==> src/rtl/mem_stage.sv <==
// Memory-access stage: pass-through of ALU results, data-memory handshake with
// byte-lane steering, load extension, misalignment/funct3 checks and a wait timeout.
module mem_stage #(
  parameter int TIMEOUT = 16
) (
  input  logic        clk,
  input  logic        rst,
  input  logic        ex_valid,
  input  logic [31:0] ex_alu_out,
  input  logic [31:0] ex_store_data,
  input  logic [4:0]  ex_rd,
  input  logic        ex_reg_write,
  input  logic        ex_mem_read,
  input  logic        ex_mem_write,
  input  logic [2:0]  ex_funct3,
  input  logic        ex_flush,
  output logic        mem_stall,
  output logic        dmem_req,
  output logic        dmem_we,
  output logic [31:0] dmem_addr,
  output logic [31:0] dmem_wdata,
  output logic [3:0]  dmem_wstrb,
  input  logic        dmem_ready,
  input  logic [31:0] dmem_rdata,
  output logic        wb_valid,
  output logic [31:0] wb_data,
  output logic [4:0]  wb_rd,
  output logic        wb_reg_write,
  output logic        mem_fault,
  output logic [1:0]  mem_fault_code
);

  localparam int CW = (TIMEOUT > 1) ? $clog2(TIMEOUT) : 1;
  localparam logic [CW-1:0] CNT_LAST = CW'(TIMEOUT - 1);

  localparam logic [1:0] FAULT_MISALIGN = 2'b01;
  localparam logic [1:0] FAULT_TIMEOUT  = 2'b10;
  localparam logic [1:0] FAULT_FUNCT3   = 2'b11;

  typedef enum logic [0:0] {IDLE = 1'b0, BUSY = 1'b1} state_t;

  function automatic logic funct3_legal(input logic [2:0] f3, input logic is_store);
    logic ok;
    case (f3)
      3'b000, 3'b001, 3'b010: ok = 1'b1;
      3'b100, 3'b101:         ok = ~is_store;
      default:                ok = 1'b0;
    endcase
    return ok;
  endfunction

  function automatic logic is_misaligned(input logic [2:0] f3, input logic [1:0] lo);
    logic bad;
    case (f3[1:0])
      2'b00:   bad = 1'b0;
      2'b01:   bad = lo[0];
      2'b10:   bad = (lo != 2'b00);
      default: bad = 1'b0;
    endcase
    return bad;
  endfunction

  function automatic logic [3:0] store_strb(input logic [2:0] f3, input logic [1:0] lo);
    logic [3:0] s;
    case (f3[1:0])
      2'b00:   s = 4'b0001 << lo;
      2'b01:   s = lo[1] ? 4'b1100 : 4'b0011;
      2'b10:   s = 4'b1111;
      default: s = 4'b0000;
    endcase
    return s;
  endfunction

  function automatic logic [31:0] store_data(input logic [2:0] f3, input logic [31:0] d);
    logic [31:0] w;
    case (f3[1:0])
      2'b00:   w = {4{d[7:0]}};
      2'b01:   w = {2{d[15:0]}};
      default: w = d;
    endcase
    return w;
  endfunction

  function automatic logic [31:0] load_extract(input logic [2:0] f3, input logic [1:0] lo,
                                               input logic [31:0] rdata);
    logic [31:0] sh;
    logic [31:0] r;
    sh = rdata >> {lo, 3'b000};
    case (f3)
      3'b000:  r = {{24{sh[7]}}, sh[7:0]};
      3'b100:  r = {24'd0, sh[7:0]};
      3'b001:  r = {{16{sh[15]}}, sh[15:0]};
      3'b101:  r = {16'd0, sh[15:0]};
      default: r = rdata;
    endcase
    return r;
  endfunction

  state_t        state_q, state_d;
  logic [CW-1:0] cnt_q, cnt_d;
  logic          req_q, req_d;
  logic          we_q, we_d;
  logic [31:0]   addr_q, addr_d;
  logic [31:0]   wdata_q, wdata_d;
  logic [3:0]    wstrb_q, wstrb_d;
  logic [1:0]    lo_q, lo_d;
  logic [2:0]    f3_q, f3_d;
  logic [4:0]    rd_q, rd_d;
  logic          rw_q, rw_d;
  logic          wb_valid_q, wb_valid_d;
  logic [31:0]   wb_data_q, wb_data_d;
  logic [4:0]    wb_rd_q, wb_rd_d;
  logic          wb_reg_write_q, wb_reg_write_d;
  logic          fault_q, fault_d;
  logic [1:0]    code_q, code_d;

  logic          is_mem_s;
  logic          f3_ok_s;
  logic          misal_s;

  always_comb begin
    is_mem_s = ex_mem_read | ex_mem_write;
    f3_ok_s  = funct3_legal(ex_funct3, ex_mem_write);
    misal_s  = is_misaligned(ex_funct3, ex_alu_out[1:0]);
  end

  always_comb begin
    state_d        = state_q;
    cnt_d          = cnt_q;
    req_d          = req_q;
    we_d           = we_q;
    addr_d         = addr_q;
    wdata_d        = wdata_q;
    wstrb_d        = wstrb_q;
    lo_d           = lo_q;
    f3_d           = f3_q;
    rd_d           = rd_q;
    rw_d           = rw_q;
    wb_valid_d     = 1'b0;
    wb_data_d      = wb_data_q;
    wb_rd_d        = wb_rd_q;
    wb_reg_write_d = 1'b0;
    fault_d        = 1'b0;
    code_d         = code_q;

    case (state_q)
      IDLE: begin
        if (ex_valid && !ex_flush) begin
          if (!is_mem_s) begin
            wb_valid_d     = 1'b1;
            wb_data_d      = ex_alu_out;
            wb_rd_d        = ex_rd;
            wb_reg_write_d = ex_reg_write;
          end else if (!f3_ok_s || misal_s) begin
            // Faulting access never reaches memory; report it straight to writeback.
            wb_valid_d = 1'b1;
            wb_rd_d    = ex_rd;
            fault_d    = 1'b1;
            code_d     = f3_ok_s ? FAULT_MISALIGN : FAULT_FUNCT3;
          end else begin
            state_d = BUSY;
            cnt_d   = '0;
            req_d   = 1'b1;
            we_d    = ex_mem_write;
            addr_d  = {ex_alu_out[31:2], 2'b00};
            wdata_d = ex_mem_write ? store_data(ex_funct3, ex_store_data) : 32'd0;
            wstrb_d = ex_mem_write ? store_strb(ex_funct3, ex_alu_out[1:0]) : 4'b0000;
            lo_d    = ex_alu_out[1:0];
            f3_d    = ex_funct3;
            rd_d    = ex_rd;
            rw_d    = ex_reg_write & ~ex_mem_write;
          end
        end else begin
          state_d = IDLE;
        end
      end
      BUSY: begin
        if (dmem_ready) begin
          state_d        = IDLE;
          req_d          = 1'b0;
          we_d           = 1'b0;
          wstrb_d        = 4'b0000;
          wb_valid_d     = 1'b1;
          wb_rd_d        = rd_q;
          wb_reg_write_d = rw_q;
          if (!we_q) begin
            wb_data_d = load_extract(f3_q, lo_q, dmem_rdata);
          end else begin
            wb_data_d = wb_data_q;
          end
        end else if (cnt_q == CNT_LAST) begin
          state_d    = IDLE;
          req_d      = 1'b0;
          we_d       = 1'b0;
          wstrb_d    = 4'b0000;
          wb_valid_d = 1'b1;
          wb_rd_d    = rd_q;
          fault_d    = 1'b1;
          code_d     = FAULT_TIMEOUT;
        end else begin
          cnt_d = cnt_q + CW'(1);
        end
      end
      default: begin
        state_d = IDLE;
        req_d   = 1'b0;
        we_d    = 1'b0;
        wstrb_d = 4'b0000;
      end
    endcase
  end

  always_ff @(posedge clk) begin
    if (rst) begin
      state_q        <= IDLE;
      cnt_q          <= '0;
      req_q          <= 1'b0;
      we_q           <= 1'b0;
      addr_q         <= 32'd0;
      wdata_q        <= 32'd0;
      wstrb_q        <= 4'b0000;
      lo_q           <= 2'b00;
      f3_q           <= 3'b000;
      rd_q           <= 5'd0;
      rw_q           <= 1'b0;
      wb_valid_q     <= 1'b0;
      wb_data_q      <= 32'd0;
      wb_rd_q        <= 5'd0;
      wb_reg_write_q <= 1'b0;
      fault_q        <= 1'b0;
      code_q         <= 2'b00;
    end else begin
      state_q        <= state_d;
      cnt_q          <= cnt_d;
      req_q          <= req_d;
      we_q           <= we_d;
      addr_q         <= addr_d;
      wdata_q        <= wdata_d;
      wstrb_q        <= wstrb_d;
      lo_q           <= lo_d;
      f3_q           <= f3_d;
      rd_q           <= rd_d;
      rw_q           <= rw_d;
      wb_valid_q     <= wb_valid_d;
      wb_data_q      <= wb_data_d;
      wb_rd_q        <= wb_rd_d;
      wb_reg_write_q <= wb_reg_write_d;
      fault_q        <= fault_d;
      code_q         <= code_d;
    end
  end

  assign mem_stall      = (state_q == BUSY);
  assign dmem_req       = req_q;
  assign dmem_we        = we_q;
  assign dmem_addr      = addr_q;
  assign dmem_wdata     = wdata_q;
  assign dmem_wstrb     = wstrb_q;
  assign wb_valid       = wb_valid_q;
  assign wb_data        = wb_data_q;
  assign wb_rd          = wb_rd_q;
  assign wb_reg_write   = wb_reg_write_q;
  assign mem_fault      = fault_q;
  assign mem_fault_code = code_q;

endmodule

==> config.mk <==
export PLATFORM = sky130hd
export DESIGN_NAME = mem_stage
export DESIGN_NICKNAME = d
export VERILOG_FILES = /design/src/rtl/mem_stage.sv
export SDC_FILE = /design/constraint.sdc
export NUM_CORES = 1
export LEC_CHECK = 0
export CAP_MARGIN = 20
export CORE_ASPECT_RATIO = 1.2
export CORE_MARGIN = 4
export CORE_UTILIZATION = 46
export CTS_CLUSTER_DIAMETER = 60
export DETAILED_ROUTE_END_ITERATION = 8
export PLACE_DENSITY = 0.81
export SLEW_MARGIN = 20
export SYNTH_ARGS = -nofsm -noshare
export SYNTH_HDL_FRONTEND = slang
export SYNTH_SLANG_ARGS = --single-unit
==> constraint.sdc <==
create_clock -name clk -period 2.6 [get_ports clk]
set_clock_uncertainty 0.05 [all_clocks]
set_input_delay 0.52 -clock clk [delete_from_list [all_inputs] [get_ports clk]]
set_output_delay 0.52 -clock clk [all_outputs]
set_load 0.01 [all_outputs]
==> metrics.txt <==
Die Ht=around 140 microns; internal power=between 4 and 5 mW; status=finished clean; Pins Over Slew Limit=0; Avg Inst Size Synth=between 8 and 9 sq um; HP Start=dmem_wdata[29]$_SDFFE_PP0P_; Clock Tree Buf Depth=2; Crit Reg-Reg Startpoint=lo_q[1]$_SDFFE_PP0P_; Crit path arrival time=~2700 ps; Reg clk slew, reported paths=about 60 ps; Rows=47; CTS Buf Count=17; Yosys top cell area share=0.389; Clock power frac=0.487; area of the multi-input gates=roughly 3700 sq um; P per Cell Area=579 nW/um^2; CP Max Fanout=5; CP Capture Type=register; Root Buffer=clkbuf_16; power share of the combinational group=0.155; Setup crit start=ex_funct3[0]; routability-driven placement congestion ratio=between 0.9 and 1; prevailing post-synth register cell=dfxtp_1; routed vias=a little under 7000; Seq cells post-synth=126; Final nets=between 1000 and 1500; WS Path Type=in2reg; number of buffers added for setup after CTS=0; Syn Inst Count=750; drt total wl=23000 microns; initial core utilization=0.470; switching power=1.41 mW; Reg power frac=0.359; Worst-Margin Slew=748 ps; Routed wire per std cell=20.1 microns; Post-synth top cells=126 x dfxtp_1, 80 x a21oi_1, 71 x nand2_1; RSZ-0062 raised after global routing=no; DRC Markers=0; Hold Buf Count CTS=0; antenna-violating nets left=0; vias in the first global route=a little under 7000; ranking of synthesized cells by area=dfxtp_1 39%, mux2i_1 7.4%, a21oi_1 6.2%; Pleak=between 3 and 4 nW; Synth cell types=55; clk sinks=between 100 and 150; drt first pass iters=5; WHS Path Cells=2; VDD IR max=0.376 mV; final setup violation count=0; min-delay worst type=reg2reg; RR Endpoint=wb_data[30]$_SDFFE_PP0P_; period utilization=0.928; Req. time, crit path=a little under 3000 ps; port bufs=approximately 220; post-route setup slack=188 ps; sw frac=0.249; top-count cell post-synth=dfxtp_1; register area share after synthesis=0.389; Clk Latency, worst-skew pair=between 400 and 500 ps; initial antenna violation count=0; flop-to-flop setup slack=~390 ps; reg2reg path depth=6; slew margin rel.=0.500; GRT Overall Usage=0.278; fmax=roughly 410 MHz; htree depth=4; layout cell share with drive strength beyond 1=0.125; final hold vios=0; layout overhead on the synthesized area=50.6%; initial DRC count=~650; total power=5.66 mW; crit start category=input port; Via-to-Cell Ratio=between 6 and 7; first-pass GRT wire length=35700 microns; core area=13800 sq um; fillers=roughly 1100; post_cts resized=0; io pins=approximately 230; largest net degree at the start of global routing=43; CTS tree=done; Min Hold Slack=~410 ps; total congestion overflow=0; DIE WIDTH=around 120 microns; EDFF count, synth=0; # diodes=0; ys async rst share=0; Post-DP HPWL=between 15000 and 20000 microns; max cap viols=0; Register Area=2520 sq um; Mapped Area=roughly 6500 sq um; area leader, netlist=dfxtp_1; Ys Warns=0; pre-CTS WS=-227 ps; Die ar.=16100 sq um; Final min period=approximately 2400 ps; Hold EP=dmem_wdata[29]$_SDFFE_PP0P_
## power by group through the flow
stage	sequential, mW	clock [mW]	combinational [mW]
floorplan	2.09	0	0.359
global placement	2.07	0	0.853
detailed placement	2.07	0	0.860
CTS	2.03	2.77	0.865
global route	2.04	2.86	0.931
finish	2.03	2.76	0.876
## worst max-delay path, stage by stage
cell and delay [ps]:
clkdlybuf4s50_1 550, inv_1 90, ha_1 250, o21a_1 220, o21a_1 220, o31ai_1 560, o221a_2 310
## cell type report
| class | instances | area share |
|---|---|---|
| Tap cell | 171 | 0.0219 |
| Inverter | 9 | 0.00346 |
| Clock buffer | 18 | 0.0449 |
| Sequential cell | 126 | 0.258 |
| Timing Repair Buffer | 272 | 0.272 |
| Clock inverter | 13 | 0.0242 |
| Multi-Input combinational cell | 536 | 0.376 |
## metal layers
metal	up-vias	track usage	routed length [microns]
met5	-	0	0
met4	0	0.118	845
met3	55	0.0940	2430
met2	375	0.463	11100
met1	3195	0.322	8560
li1	3254	-	-
## layout by cell type (no fill, tap or decap), types with 7 or more instances in the layout
cell	netlist	layout
clkbuf_16	0	17
nand4_1	40	40
o21ai_0	21	21
a211oi_1	17	17
buf_4	5	45
nand3_1	12	12
nor2_1	24	24
clkdlybuf4s50_1	0	221
and3_1	8	8
o31ai_1	41	41
o221a_2	12	12
mux2_2	15	15
dfxtp_1	126	126
nand2b_1	28	28
nor2b_1	7	7
a311oi_1	7	7
mux2i_1	48	48
a22oi_1	15	15
nand2_1	71	71
a21oi_1	80	80
o221ai_1	30	30
a2bb2oi_1	8	7
inv_1	8	8
## kinds of logic (layout without fill, tap and decap cells)
logic type	Yosys count	in the layout	synth area share
other	1	2	0.000578
adders and majority gates	5	5	0.00964
xor gates and xnor gates	3	3	0.00405
AOI/OAI and AO/OA	253	253	0.273
buffers and inverters	89	312	0.0563
DFF	126	126	0.389
muxes	64	64	0.104
and+or+nand+nor	209	209	0.164
## how the worst max path moves through the flow
| stage | slack [ps] | end |
|---|---|---|
| global placement | -130 | wb_rd[3]$_SDFFE_PP0P_ |
| floorplan | 400 | dmem_wdata[19]$_SDFFE_PP0P_ |
| CTS | 200 | wb_rd[0]$_SDFFE_PP0P_ |
| finish | 190 | wb_rd[2]$_SDFFE_PP0P_ |
| detailed placement | -230 | wb_rd[1]$_SDFFE_PP0P_ |
| global route | 80 | wb_rd[2]$_SDFFE_PP0P_ |
## metrics by stage
| step | setup TNS [ps] | instances | util | area [sq um] |
|---|---|---|---|---|
| floorplan | 0 | 751 | - | 6490 |
| global placement | -1290 | 1114 | 0.658 | 9090 |
| detailed placement | -6240 | 1114 | 0.658 | 9090 |
| CTS | 0 | 1145 | 0.707 | 9770 |
| global route | 0 | 1145 | 0.707 | 9770 |
| finish | 0 | 1145 | 0.707 | 9770 |
## registers in the layout, indices dropped and copies added, names as in the netlist, 2 cells and up
register        count
cnt_q               4
dmem_addr          30
dmem_wdata         32
dmem_wstrb          4
f3_q                3
lo_q                2
mem_fault_code      2
rd_q                5
wb_data            32
wb_rd               5
No activity file was read; power rests on OpenSTA's default activity.
